===== src/rtl/jtdsp16_sout_pkg.sv =====
// Shared types and helpers for the DSP16 serial-output receiver.
package jtdsp16_sout_pkg;

   typedef enum logic {IDLE, SHIFT} rx_state_t;
   typedef enum logic {CH_L, CH_R} chan_t;

   // Counter is sized for the longest supported word so the package stays parameter-free
   localparam int MAX_WORDLEN = 16;
   localparam int CNTW        = $clog2(MAX_WORDLEN + 1);

   function automatic logic [15:0] left_align(input logic [15:0] w, input int len);
      return w << (16 - len);
   endfunction

endpackage


===== src/rtl/jtdsp16_sout_shift.sv =====
// Serial word receiver: ock edge detect, MSB-first shifter, bit counter and framing check.
module jtdsp16_sout_shift
   import jtdsp16_sout_pkg::*;
#(
   parameter int   WORDLEN   = 16,
   parameter logic LEFT_SADD = 1'b0
) (
   input  logic        clk,
   input  logic        rst,
   input  logic        cen,
   input  logic        sdo,
   input  logic        ock,
   input  logic        old,
   input  logic        sadd,
   output logic        word_done,
   output logic [15:0] word_data,
   output chan_t       word_chan,
   output logic        frame_restart
);

   localparam logic [CNTW-1:0] FULL = CNTW'(WORDLEN);

   logic            ock_l;
   rx_state_t       state;
   logic [CNTW-1:0] cnt;
   logic [15:0]     shift_reg;
   chan_t           chan;

   logic bit_ev;
   logic full;
   logic start;

   assign bit_ev        = cen & ock & ~ock_l;
   assign full          = (state == SHIFT) && (cnt == FULL);
   assign start         = bit_ev & old;
   assign word_done     = cen & full;
   assign frame_restart = start & (state == SHIFT) & ~full;
   // Upper bits above WORDLEN are always zero, shift left-aligns into 16 bits
   assign word_data     = left_align(shift_reg, WORDLEN);
   assign word_chan     = chan;

   always_ff @(posedge clk) begin
      if (rst) begin
         ock_l     <= 1'b1;
         state     <= IDLE;
         cnt       <= '0;
         shift_reg <= '0;
         chan      <= CH_L;
      end else if (cen) begin
         ock_l <= ock;
         if (start) begin
            shift_reg <= {15'd0, sdo};
            cnt       <= CNTW'(1);
            chan      <= (sadd == LEFT_SADD) ? CH_L : CH_R;
            state     <= SHIFT;
         end else if (full) begin
            state <= IDLE;
            cnt   <= '0;
         end else if (bit_ev && state == SHIFT) begin
            shift_reg <= {shift_reg[14:0], sdo};
            cnt       <= cnt + 1'b1;
         end
      end
   end

endmodule


===== src/rtl/jtdsp16_sout.sv =====
// DSP16 serial output consumer: pairs left/right words and hands stereo samples to the mixer.
module jtdsp16_sout
   import jtdsp16_sout_pkg::*;
#(
   parameter int   WORDLEN   = 16,
   parameter logic LEFT_SADD = 1'b0
) (
   input  logic        clk,
   input  logic        rst,
   input  logic        cen,
   input  logic        sdo,
   input  logic        ock,
   input  logic        old,
   input  logic        sadd,
   output logic [15:0] snd_left,
   output logic [15:0] snd_right,
   output logic        sample_valid,
   input  logic        sample_ready,
   output logic        frame_err,
   output logic        overrun,
   input  logic        clr_err
);

   logic        word_done;
   logic [15:0] word_data;
   chan_t       word_chan;
   logic        frame_restart;

   logic [15:0] left_hold;
   logic        left_pend;
   logic        pair_load;
   logic        frame_ev;
   logic        over_ev;

   jtdsp16_sout_shift #(
      .WORDLEN   (WORDLEN),
      .LEFT_SADD (LEFT_SADD)
   ) u_shift (
      .clk           (clk),
      .rst           (rst),
      .cen           (cen),
      .sdo           (sdo),
      .ock           (ock),
      .old           (old),
      .sadd          (sadd),
      .word_done     (word_done),
      .word_data     (word_data),
      .word_chan     (word_chan),
      .frame_restart (frame_restart)
   );

   assign pair_load = word_done & (word_chan == CH_R) & left_pend;
   assign frame_ev  = frame_restart
                    | (word_done & (word_chan == CH_L) &  left_pend)
                    | (word_done & (word_chan == CH_R) & ~left_pend);
   assign over_ev   = pair_load & sample_valid & ~sample_ready;

   always_ff @(posedge clk) begin
      if (rst) begin
         left_hold    <= '0;
         left_pend    <= 1'b0;
         snd_left     <= '0;
         snd_right    <= '0;
         sample_valid <= 1'b0;
         frame_err    <= 1'b0;
         overrun      <= 1'b0;
      end else begin
         if (word_done && word_chan == CH_L) begin
            left_hold <= word_data;
            left_pend <= 1'b1;
         end
         // A pair loading in the same cycle as an accept keeps valid high
         if (pair_load) begin
            snd_left     <= left_hold;
            snd_right    <= word_data;
            sample_valid <= 1'b1;
            left_pend    <= 1'b0;
         end else if (cen && sample_valid && sample_ready) begin
            sample_valid <= 1'b0;
         end
         // Error events take priority over clearing; clearing ignores cen
         if (frame_ev)     frame_err <= 1'b1;
         else if (clr_err) frame_err <= 1'b0;
         if (over_ev)      overrun   <= 1'b1;
         else if (clr_err) overrun   <= 1'b0;
      end
   end

endmodule


===== config.mk =====
export PLATFORM = sky130hd
export DESIGN_NAME = jtdsp16_sout
export DESIGN_NICKNAME = d
export VERILOG_FILES = /design/src/rtl/jtdsp16_sout_pkg.sv /design/src/rtl/jtdsp16_sout_shift.sv /design/src/rtl/jtdsp16_sout.sv
export SDC_FILE = /design/constraint.sdc
export NUM_CORES = 1
export LEC_CHECK = 0
export ABC_AREA = 1
export CAP_MARGIN = 20
export CORE_ASPECT_RATIO = 1.5
export CORE_UTILIZATION = 50
export DETAILED_ROUTE_END_ITERATION = 10
export GPL_TIMING_DRIVEN = 0
export PLACE_DENSITY = 0.75
export SETUP_SLACK_MARGIN = 0.4
export SLEW_MARGIN = 20
export SYNTH_ARGS = -nofsm -noshare
export SYNTH_HDL_FRONTEND = slang
export SYNTH_HIERARCHICAL = 1
export SYNTH_SLANG_ARGS = --single-unit
export TNS_END_PERCENT = 5

===== constraint.sdc =====
create_clock -name clk -period 1.8 [get_ports clk]
set_input_delay 0.36 -clock clk [delete_from_list [all_inputs] [get_ports clk]]
set_output_delay 0.36 -clock clk [all_outputs]
set_load 0.05 [all_outputs]

# After elaboration in Yosys (flattened, before gate mapping)
# Cells that the tools add are included.
dict set report totals {
  regBits 76
  inputBits 9
  output_inout_bits 35
  elab_cells 65
}
dict set report op_classes {
  n_addsub 1
  n_eq_ne 2
  mux 14
  bitwise 20
  n_reduce_logical 16
}
# cell count
set op_table {}
lappend op_table {{$mux W16} 3}
lappend op_table {{$mux W5} 3}
lappend op_table {{$and A1 B1 Y1} 13}
lappend op_table {{$reduce_bool A2 Y1} 5}
lappend op_table {{$mux W1} 8}
lappend op_table {{$reduce_and A2 Y1} 3}
lappend op_table {{$add A5 B1 Y5 const B} 1}
lappend op_table {{$eq A5 B5 Y1 const B} 1}
lappend op_table {{$logic_and A1 B1 Y1} 5}
lappend op_table {{$not A1 Y1} 5}
lappend op_table {{$reduce_and A3 Y1} 1}
lappend op_table {{$reduce_bool A3 Y1} 1}
lappend op_table {{$ne A2 B2 Y1 const B} 1}
lappend op_table {{$or A1 B1 Y1} 2}
lappend op_table {{$reduce_or A2 Y1} 1}

# Longest topological paths before layout
# Gate-level depths: netlist of run 1.
dict set report depth {
  depth_word 8
  ltp_mapped 11
  depth_no_buf 10
}

# Hierarchy
# Netlist of run 1, hierarchy kept.
# mod instances cells_per_inst area_per_inst_um2 seq_area_each_um2
set modules_own_cells {}
lappend modules_own_cells {jtdsp16_sout 1 235 1815.5 1041.0}
lappend modules_own_cells {jtdsp16_sout_shift 1 147 1114.8 480.5}

# Worst setup path after synthesis of run 1
# OpenSTA, ideal clock, no wires.
dict set report synth_timing {
  path_type {register -> register}
  start {register u_shift.cnt[0]}
  end {register left_hold[10]}
  setup_ps 64
  arrival_time_ps 1567
  required_ps 1736
  setup_slack_ps 169
  path_stages_with_launch 12
  path_buffers 1
  period_less_slack_ps 1631
  path_cell_list {dfxtp_1 > inv_1 > ha_1 > nand2_1 > inv_1 > nand3_1 > nor2_1 > nand2_1 > inv_2 > buf_2 > nor2_1 > nor2_1}
}
dict set report synth_between {
  elab_chain_cells 4
}
# element line_no
set synth_lines {}
lappend synth_lines {{from (decl)} jtdsp16_sout_shift.sv:25} ;# logic [CNTW-1:0] cnt;
lappend synth_lines {{from (signal assigned)} jtdsp16_sout_shift.sv:61} ;# cnt <= cnt + 1'b1;
lappend synth_lines {{$eq A5 B5 Y1} jtdsp16_sout_shift.sv:34} ;# assign full = (state == SHIFT) && (cnt == FULL);
lappend synth_lines {{$logic_and A1 B1 Y1} jtdsp16_sout_shift.sv:34}
lappend synth_lines {{$and A1 B1 Y1} jtdsp16_sout_shift.sv:36} ;# assign word_done = cen & full;
lappend synth_lines {{net word_done} jtdsp16_sout.sv:24} ;# logic word_done;
lappend synth_lines {{$logic_and A1 B1 Y1} jtdsp16_sout.sv:68} ;# if (word_done && word_chan == CH_L) begin
lappend synth_lines {{to (signal assigned)} jtdsp16_sout.sv:69} ;# left_hold <= word_data;
lappend synth_lines {{to (decl)} jtdsp16_sout.sv:29} ;# logic [15:0] left_hold;
# The timed path passes the listed nets, and every way through them passes these cells.
# A chain may end at the register's enable or synchronous reset.

# Worst setup path after layout of run 1
dict set report layout_timing {
  start {register u_shift.cnt[1]}
  end {register snd_right[3]}
}
dict set report layout_between {
  elab_chain_cells 5
}
# element line_no
set layout_lines {}
lappend layout_lines {{$eq A5 B5 Y1} jtdsp16_sout_shift.sv:34}
lappend layout_lines {{$logic_and A1 B1 Y1} jtdsp16_sout_shift.sv:34}
lappend layout_lines {{$and A1 B1 Y1} jtdsp16_sout_shift.sv:36}
lappend layout_lines {{net word_done} jtdsp16_sout.sv:24}
lappend layout_lines {{$and A1 B1 Y1 (2 in a row)} jtdsp16_sout.sv:52} ;# assign pair_load = word_done & (word_chan == CH_R) & left_pend;
lappend layout_lines {{to (signal assigned)} jtdsp16_sout.sv:75} ;# snd_right <= word_data;
lappend layout_lines {{to (decl)} jtdsp16_sout.sv:16} ;# output logic [15:0] snd_right,
# The timed path passes the listed nets, and every way through them passes these cells.

==> out/metrics.yaml, run 1 <==
setup-violations-final: 0
grt_max_degree: 15
synth-seq-cells: 76
power_density_nw_per_um2: 827
synth_common_cells: "90 x nand2_1, 76 x dfxtp_1, 65 x nor2_1"
intPower_mw: 2.53
fin_util_pct: 70.9
initial_core_util_pct: 52.6
synth_flop_cell: "dfxtp_1"
antenna_found_initial: 0
finalNonFillerCells: 527
place_ws_ns: -0.238
max_freq_ghz: 0.599
layout_min_cycle_time_ns: 1.67
syn_inst: 382
grt_pass1_vias: 2477
place_inst: 495
yosysMostFrequentCell: "nand2_1"
cp_slowest_cell: "dfxtp_2"
finalPower_mw: 3.27
grt_use_total_pct: 24.8
drt_iter0_drc: 154
drc: 0
fin_ws_ns: 0.130
required_ns: 2.08
cts_sinks: 76
crit_fanout: 7
max-cap-violations: 0
clock_insertion_delay_worst_skew_ns: 0.35
slew_headroom_pct: 66.1
end_kind: "flop"
async_flop_share_pct: 0
die_width_um: 64.5
hold_path.class: "reg2reg"
syn_nets: 393
avgSynthCellArea_um2: 7.67
ys_seq_area_share_pct: 51.9
grtUsageMet3_pct: 5.69
worst_pin_slew_ns: 0.508
post-route-period-util_pct: 92.8
syn_area_um2: 2930
rsz0062_at_grt: "true"
grt_pass1_wl_mm: 11.4
tns_ns: 0
critPathLaunchType: "flop"
cts_tree: "done"
synth.yosys.warnings: 6
crit_chain: "inv_2, ha_4, nand2_2, inv_2, nand3_4, nor2_4, nand3_4, inv_8, buf_6, nand2_2, a21oi_2"
synthTopCellsByArea: "dfxtp_1 52%, nand2_1 12%, nor2_1 8.3%, a21oi_1 6.5%, o21ai_0 6.3%"
cts_made_buffers: 9
globalRouteOverflowTotal: 0
synth_edf_count: 0
vias: 2698
rows: 33
switchingPower_uw: 744
die_y_um: 95.8
grt_busiest_layer: "met2"
n_antenna_cell: 0
hpwl_mm: 4.57
final-max-slew-violation-count: 0
ant_nets: 0
drt-wirelength-per-cell_um: 13.3
viasPerCell: 5.12
placed_area_um2: 3530
leakage_nw: 1.63
area_growth_pct: 34.9
arrival_ns: 1.95
skew_ns: 0.00911
synth_top_area_share_pct: 51.9
core-area_um2: 5570
comb_power_share_pct: 3.6
outcome: "completed"
pwr-share-clk_pct: 44.2
rr_worst_depth: 11
dr.pass1.iters: 4
switching_share_pct: 22.8
critPathKind: "reg2reg"
hold_viol_final: 0
pwr-share-seq_pct: 52.2
io_pins: 44
min_delay_path_depth: 2
use_met1_pct: 27.3
cts.reportedPaths.clkPinSlew_ns: 0.08
crit_path_max_incr_delay_ns: 0.33
htree_levels: 3
finalWeightedCongestion: 0.794
drive_above_1_share_pct: 19.7
design_area_um2: 3950
yosysTopAreaCell: "dfxtp_1"
holdWs_ns: 0.460
synth_cell_type_count: 28
fin_nets: 463
use_met2_pct: 44.4
io_buffers: 43
vdd_ir_drop_max_mv: 0.576
die_area_um2: 6180
clk_path_buf_depth: 2
drt_wl_total_mm: 7.00
clock-root-buffer: "clkbuf_8"
-- worst paths after layout --
path	startpoint	to	slack [ns]
hold reg to reg	snd_left[2]	snd_left[2]	0.46
hold / removal	snd_left[2]	snd_left[2]	0.46
setup reg to reg	u_shift/cnt[1]	snd_right[3]	0.13
setup / recovery	u_shift/cnt[1]	snd_right[3]	0.13
-- what timing repair did --
action | 4_1_cts | 5_1_grt
pin swaps | 5 | 4
gates cloned | 3 | 1
setup endpoints to repair | 108 | 106
buffers inserted | 9 | 3
resized for setup | 84 | 18
hold buffers | 0 | 0
-- critical path, delay by kind of cell (launching register included) --
kind                       cells  cell delay (ns)
and+or+nand+nor                5             0.57
buffers and inverters          4             0.44
DFF                            1             0.33
AOI/OAI and AO/OA              1             0.14
adders and majority gates      1             0.13
-- power by group through the flow --
stage | Sequential, mW | Clock [mW] | Combinational, mW
4_1_cts | 1.70 | 1.46 | 0.116
3_3_place_gp | 1.74 | 0 | 0.107
6_report | 1.71 | 1.44 | 0.119
3_5_place_dp | 1.74 | 0 | 0.109
2_1_floorplan | 1.74 | 0 | 0.0677
5_1_grt | 1.71 | 1.55 | 0.134
-- per-layer routing --
layer / wire, um / up-vias
li1: - / 1371
met1: 2890 / 1242
met4: 248 / 0
met2: 3660 / 61
met3: 195 / 24
met5: 0 / -
-- layout by cell type, fill, tap and decap left out, types with 2 or more instances in the layout --
| cell type | synthesis | routed |
|---|---|---|
| a21oi_1 | 38 | 27 |
| dfxtp_2 | 0 | 2 |
| nor2_1 | 65 | 64 |
| nand3_4 | 1 | 3 |
| clkbuf_2 | 1 | 2 |
| nand4_1 | 2 | 2 |
| nor2_4 | 1 | 2 |
| a21oi_2 | 1 | 12 |
| o21ai_1 | 9 | 10 |
| buf_6 | 1 | 5 |
| dlygate4sd2_1 | 0 | 14 |
| buf_8 | 1 | 2 |
| nand2_1 | 90 | 83 |
| nand2_4 | 2 | 4 |
| clkbuf_1 | 7 | 3 |
| bufinv_16 | 0 | 2 |
| inv_2 | 2 | 3 |
| clkbuf_8 | 0 | 12 |
| clkdlybuf4s50_1 | 0 | 8 |
| nand3_1 | 11 | 10 |
| nand2_2 | 2 | 7 |
| inv_6 | 0 | 2 |
| buf_4 | 3 | 14 |
| buf_2 | 6 | 8 |
| clkdlybuf4s15_1 | 0 | 16 |
| dfxtp_1 | 76 | 74 |
| clkinvlp_4 | 0 | 2 |
| o21ai_0 | 37 | 36 |
| inv_1 | 18 | 15 |
-- state kept, by name, indices dropped and copies added (netlist names), 5 cells and up --
register / flops
snd_right: 16
u_shift/cnt: 5
snd_left: 16
left_hold: 16
u_shift/word_data: 16
-- final cells by class --
class / instances / area [um^2]
plain buffers: 20 / 165
clock buffers: 9 / 124
clock inverters: 7 / 97.6
fillers: 478 / 1620
inverters: 20 / 85.1
multi-input cells: 267 / 1340
flip-flops and latches: 76 / 1520
well taps: 70 / 87.6
repair buffers: 58 / 532
-- cell families after synthesis --
group                      synth area share (%)
and+or+nand+nor                            25.6
AOI/OAI and AO/OA                          14.9
buffers and inverters                      6.45
DFF                                        51.9
adders and majority gates                 0.854
xor gates and xnor gates                  0.299
Note: power is estimated with default switching activity, not from simulation.
==> inputs of run 2 (changes only) <==
--- a/config.mk
+++ b/config.mk
@@ -8,10 +8,8 @@
 export ABC_AREA = 1
 export CAP_MARGIN = 20
 export CORE_ASPECT_RATIO = 1.5
-export CORE_UTILIZATION = 50
+export CORE_UTILIZATION = 40
 export DETAILED_ROUTE_END_ITERATION = 10
-export GPL_TIMING_DRIVEN = 0
-export PLACE_DENSITY = 0.75
 export SETUP_SLACK_MARGIN = 0.4
 export SLEW_MARGIN = 20
 export SYNTH_ARGS = -nofsm -noshare
==> out/metrics.yaml, run 2 (same netlist as run 1, synthesis figures left out) <==
holdBufCountCts: 0  # unchanged
r2r-start: "u_shift/cnt[0]"
crit_fanout: 10  # +3
final_cell_mix: "85 x nand2_1, 74 x dfxtp_1, 63 x nor2_1"
min_from: "left_hold[4]"
drt_iter0_drc: 154  # unchanged
critPathLaunchType: "flop"
pwr-share-clk_pct: 45.2  # +1.0 points
hold_viol_final: 0  # unchanged
max_freq_ghz: 0.637  # +6.3%
drt-wirelength-per-cell_um: 13.6  # +2.1%
min_delay_path_depth: 2  # unchanged
io_buffers: 43  # unchanged
die_width_um: 71.9  # +11%
power_density_nw_per_um2: 850  # +2.8%
fillCellCount: 668  # +40%
place_inst: 514  # +3.8%
hpwl_mm: 4.50  # -1.6%
post-route-period-util_pct: 87.3  # -5.5 points
cts.reportedPaths.clkPinSlew_ns: 0.08  # about the same
rsz0062_at_grt: "true"
rows: 37  # +12%
comb_power_share_pct: 3.5  # about the same
rr_endpoint: "left_hold[8]"
crit_chain: "inv_2, ha_4, nand2_2, inv_2, nand3_4, nor2_4, buf_4, nand2_4, o21ai_0, nor2_1"
fin_nets: 453  # -2.2%
setup-violations-final: 0  # unchanged
dr.pass1.iters: 4  # unchanged
grt_pass1_wl_mm: 11.9  # +3.8%
min_to: "snd_left[4]"
hold_path.class: "reg2reg"
finalNonFillerCells: 544  # +3.2%
viasPerCell: 4.84  # -5.5%
final_common_cell: "nand2_1"
design_area_um2: 3910  # -1.1%
vdd_ir_drop_max_mv: 0.453  # -21%
switching_share_pct: 22.8  # +0.045 points
arrival_ns: 1.83  # -0.12 ns
rr_worst_depth: 10  # -1
outcome: "completed"
drt_wl_total_mm: 7.38  # +5.4%
cts_made_buffers: 9  # unchanged
skew_ns: 0.0133  # +0.00418 ns
clock_insertion_delay_worst_skew_ns: 0.36  # about the same
layout_min_cycle_time_ns: 1.57  # -0.0990 ns
grt_max_degree: 21  # +6
cp_common_cell: "inv_2"
vias: 2632  # -2.4%
slew_headroom_pct: 57.0  # -9.2 points
globalRouteOverflowTotal: 0  # unchanged
required_ns: 2.05  # -0.03 ns
final-max-slew-violation-count: 0  # unchanged
switchingPower_uw: 758  # +1.9%
cts_tree: "done"
clock-root-buffer: "clkbuf_8"
initial_core_util_pct: 41.9  # -11 points
io_pins: 44  # unchanged
area_growth_pct: 33.4
critPathKind: "reg2reg"
die_y_um: 107  # +12%
max-cap-violations: 0  # unchanged
core-area_um2: 6990  # +25%
worst_pin_slew_ns: 0.645  # +0.137 ns
cp_top_family: "simple AND/OR/NAND/NOR gates"
grt_pass1_vias: 2479  # +0.081%
path_buf_inv: 3  # -1
grt_use_total_pct: 20.3  # -4.5 points
crit_path_max_incr_delay_ns: 0.33  # about the same
drive_above_1_share_pct: 24.2  # +4.5 points
finalWeightedCongestion: 0.776  # -2.2%
leakage_nw: 1.59  # -2.4%
clk_path_buf_depth: 2  # unchanged
drc: 0  # unchanged
n_antenna_cell: 0  # unchanged
rrSetupSlack_ns: 0.23  # +0.10 ns
placed_area_um2: 3400  # -3.5%
htree_levels: 3  # unchanged
cp_slowest_cell: "dfxtp_2"
pwr-share-seq_pct: 51.3  # -0.9 points
cts_sinks: 76  # unchanged
die_area_um2: 7680  # +24%
antenna_found_initial: 0  # unchanged
intPower_mw: 2.57  # +1.6%
ant_nets: 0  # unchanged
end_kind: "flop"
-- run 2: changes by cell type in the layout (fill, tap and decap cells not counted), sizes merged --
cell	delta
nand3	-1
clkbuf	-7
clkinv	+1
clkdlybuf4s15	-17
inv	+1
clkinvlp	-1
nand2	+1
buf	+27
clkdlybuf4s50	-1
dlygate4sd2	-13
-- run 2: final cells by class --
| cell class | count | area, um^2 | area share, % |
|---|---|---|---|
| Timing Repair inverter | 2 | 25.0 | 0.640 |
| Timing Repair Buffer | 66 | 578 | 14.8 |
| Sequential cell | 76 | 1530 | 39.0 |
| Tap cell | 97 | 121 | 3.10 |
| Clock inverter | 6 | 93.8 | 2.40 |
| Multi-Input combinational cell | 267 | 1330 | 34.1 |
| Inverter | 20 | 95.1 | 2.43 |
| Clock buffer | 10 | 138 | 3.52 |
-- run 2: tightest hold or removal path, cell delays in order, from the launching register on --
cell	delay, ns
dfxtp_1	0.31
nand2_1	0.06
a21oi_1	0.05
-- run 2: what timing repair did --
item / in CTS / in global routing
setup endpoints to repair: 73 / 74
buffers inserted: 6 / 2
pin swaps: 2 / 3
gates resized for setup: 23 / 21
cloned: 4 / 2
-- run 2: power groups by stage --
stage	combinational, mW	clock (mW)	sequential (mW)
6_report	0.118	1.50	1.70
5_1_grt	0.129	1.62	1.71
4_1_cts	0.113	1.52	1.70
3_3_place_gp	0.109	0	1.74
3_5_place_dp	0.110	0	1.74
2_1_floorplan	0.0677	0	1.74
-- run 2: how the worst max path moves through the flow --
stage,start,endpoint,cells past startpoint
finish,u_shift/cnt[0],left_hold[8],10
global route,u_shift/cnt[0],left_hold[5],11
CTS,u_shift/cnt[0],overrun,12
detailed placement,cen,snd_right[2],7
global placement,cen,u_shift/cnt[0],8
floorplan,u_shift/cnt[0],snd_right[2],11
-- run 2: routing by layer --
layer	vias up	routed length, um	track usage [%]
met2	46	3850	35.8
met3	7	210	4.04
met4	0	104	9.38
met1	1224	3220	23.2
met5	-	0	0
li1	1355	-	-
-- run 2: per-stage QoR --
step	setup slack (ns)	utilization, %	setup TNS [ns]	hold WS, ns	power, mW
5_1_grt	0.152	55.9	0	0.484	3.45
2_1_floorplan	0.312	-	0	0.422	1.81
3_3_place_gp	-0.116	48.7	-3.70	0.449	1.85
4_1_cts	0.279	54.5	0	0.466	3.34
3_5_place_dp	-0.155	48.7	-6.14	0.457	1.85
6_report	0.229	55.9	0	0.464	3.32
==> inputs of run 3 (changes only) <==
--- a/config.mk
+++ b/config.mk
@@ -9,9 +9,9 @@
 export CAP_MARGIN = 20
 export CORE_ASPECT_RATIO = 1.5
 export CORE_UTILIZATION = 40
+export CTS_CLUSTER_DIAMETER = 40
 export DETAILED_ROUTE_END_ITERATION = 10
 export SETUP_SLACK_MARGIN = 0.4
-export SLEW_MARGIN = 20
 export SYNTH_ARGS = -nofsm -noshare
 export SYNTH_HDL_FRONTEND = slang
 export SYNTH_HIERARCHICAL = 1
==> results of run 3 <==
Final layout, timing and power as in run 2 (identical DEF).
==> variant, RTL diff (settings of run 1) <==
Set the package constant `MAX_WORDLEN` to 8 (it was 16).
--- a/src/rtl/jtdsp16_sout_pkg.sv
+++ b/src/rtl/jtdsp16_sout_pkg.sv
@@ -5,7 +5,7 @@
    typedef enum logic {CH_L, CH_R} chan_t;
 
    // Counter is sized for the longest supported word so the package stays parameter-free
-   localparam int MAX_WORDLEN = 16;
+   localparam int MAX_WORDLEN = 8;
    localparam int CNTW        = $clog2(MAX_WORDLEN + 1);
 
    function automatic logic [15:0] left_align(input logic [15:0] w, input int len);
Function: no difference found for any inputs over 10 cycles, from zero or initial values and one cycle with rst high; that may be too few to reach the edited logic, so the function may still have changed.
==> variant against run 1 <==
- power down 5.0%
- wire length down 4.6%
- maximum frequency up 5.0%
- worst setup slack better by 80 ps
- synthesized area down 1.9%
- final area down 2.2%
- clock power down 11%
- sequential cell count down 1
- critical endpoint is now snd_right[9]$_SDFFE_PP0P_
==> variant: results <==
[place]
dp_slack_ps = -240
dpl.cell_count = 482
detailed_place_hpwl_um = 4480
gp_congestion = 0.819

[layout]
num-nonclk-buffers = 76
stdcell_count = 513
layout.nets = 449
clk_share_pct = 5.24
register_area_um2 = 1510
inv_count = 18
multi_input_area_share_pct = 33.4
buf_share_pct = 18.1
drive_gt1_share_pct = 19.0
n_clock_buffer = 10
multi_input_cells = 258

[pwr]
p_comb_uw = 137
p_int_mw = 2.40
p_leak_nw = 1.55
clk-power_mw = 1.28

[logic_synthesis]
synth.avg_cell_area_um2 = 7.79
syn-num-nets = 380
synthTopCellsByArea = dfxtp_1 (52%), nand2_1 (11%), nor2_1 (8.0%), a21oi_1 (6.6%), o21ai_0 (5.1%)
ys_top_cells_by_count = nand2_1 (87), dfxtp_1 (75), nor2_1 (61)
seq_area_frac_synth_pct = 52.2

[worst_hold_path]
hp-start = cen
hold_path.class = in -> reg
hold_path_depth = 4
min_to = sample_valid$_SDFFE_PP0P_

[global_route]
grt_pass1_wl_um = 11200
grt_pass1_vias = 2441
track_usage_pct = 24.3
grt_max_degree = 14

[worst_setup_path]
cp_data_arrival_time_ps = 1860
crit_fanout = 8
ff2ff_path_depth = 9
reg2reg_setup_slack_ps = 210

[clock_tree]
clock_latency_ps = 340
cts_sinks = 75

[sta]
worst_slew_pin_slew_ps = 484
setup_slack_ps = 210
worst_hold_slack_ps = 441
fin_worst_skew_ps = 4.17

[routing]
routed_wl_um = 6680
via_per_inst = 5.08
drt_iter0_drc = 131

[run_status]
status = finished clean
-- variant: cell count changes in the layout (fill, tap and decap cells not counted), sizes merged, moves of 3 or more --
cell,run 1,this run
nand2,94,90
inv,22,18
clkdlybuf4s15,17,32
dlygate4sd2,14,3
nor2,66,62
clkdlybuf4s50,8,5
clkinv,1,4
-- variant: repair_timing --
item                                    CTS  global route
pin swaps                                 5             7
buffers inserted                          9             2
gates resized for setup                  99            14
gates cloned                              4             0
endpoints found under the setup margin   95            96
-- variant: worst max-delay path, stage by stage, from the launching register on --
cell,delay (ps)
dfxtp_4,360
inv_4,60
ha_4,140
nand3_4,90
nor2_4,220
nand3_4,190
inv_8,140
buf_8,130
nand2_1,60
a21oi_1,120
-- variant: per-stage QoR --
stage	TNS, ps	area, µm²	utilization [%]	power [mW]
4_1_cts	0	3800	69.3	3.12
2_1_floorplan	0	2970	-	1.80
3_3_place_gp	-8820	3490	63.5	1.85
3_5_place_dp	-9240	3490	63.5	1.85
5_1_grt	0	3870	70.4	3.24
6_report	0	3870	70.4	3.11
-- variant: routing by layer --
layer / track usage, % / up-vias / wire, µm
li1: - / 1338 / -
met1: 27.1 / 1181 / 2800
met2: 42.8 / 75 / 3470
met3: 7.13 / 11 / 306
met4: 9.47 / 0 / 103
met5: 0 / - / 0
-- variant: kinds of logic (layout without fill, tap and decap cells) --
kind of cell / Yosys count / in the layout / share of synthesized area, %
DFF: 75 / 75 / 52.2
AOI/OAI and AO/OA: 84 / 84 / 14.8
adders and majority gates: 2 / 2 / 0.871
and+or+nand+nor: 171 / 172 / 25.5
buffers and inverters: 37 / 110 / 6.57
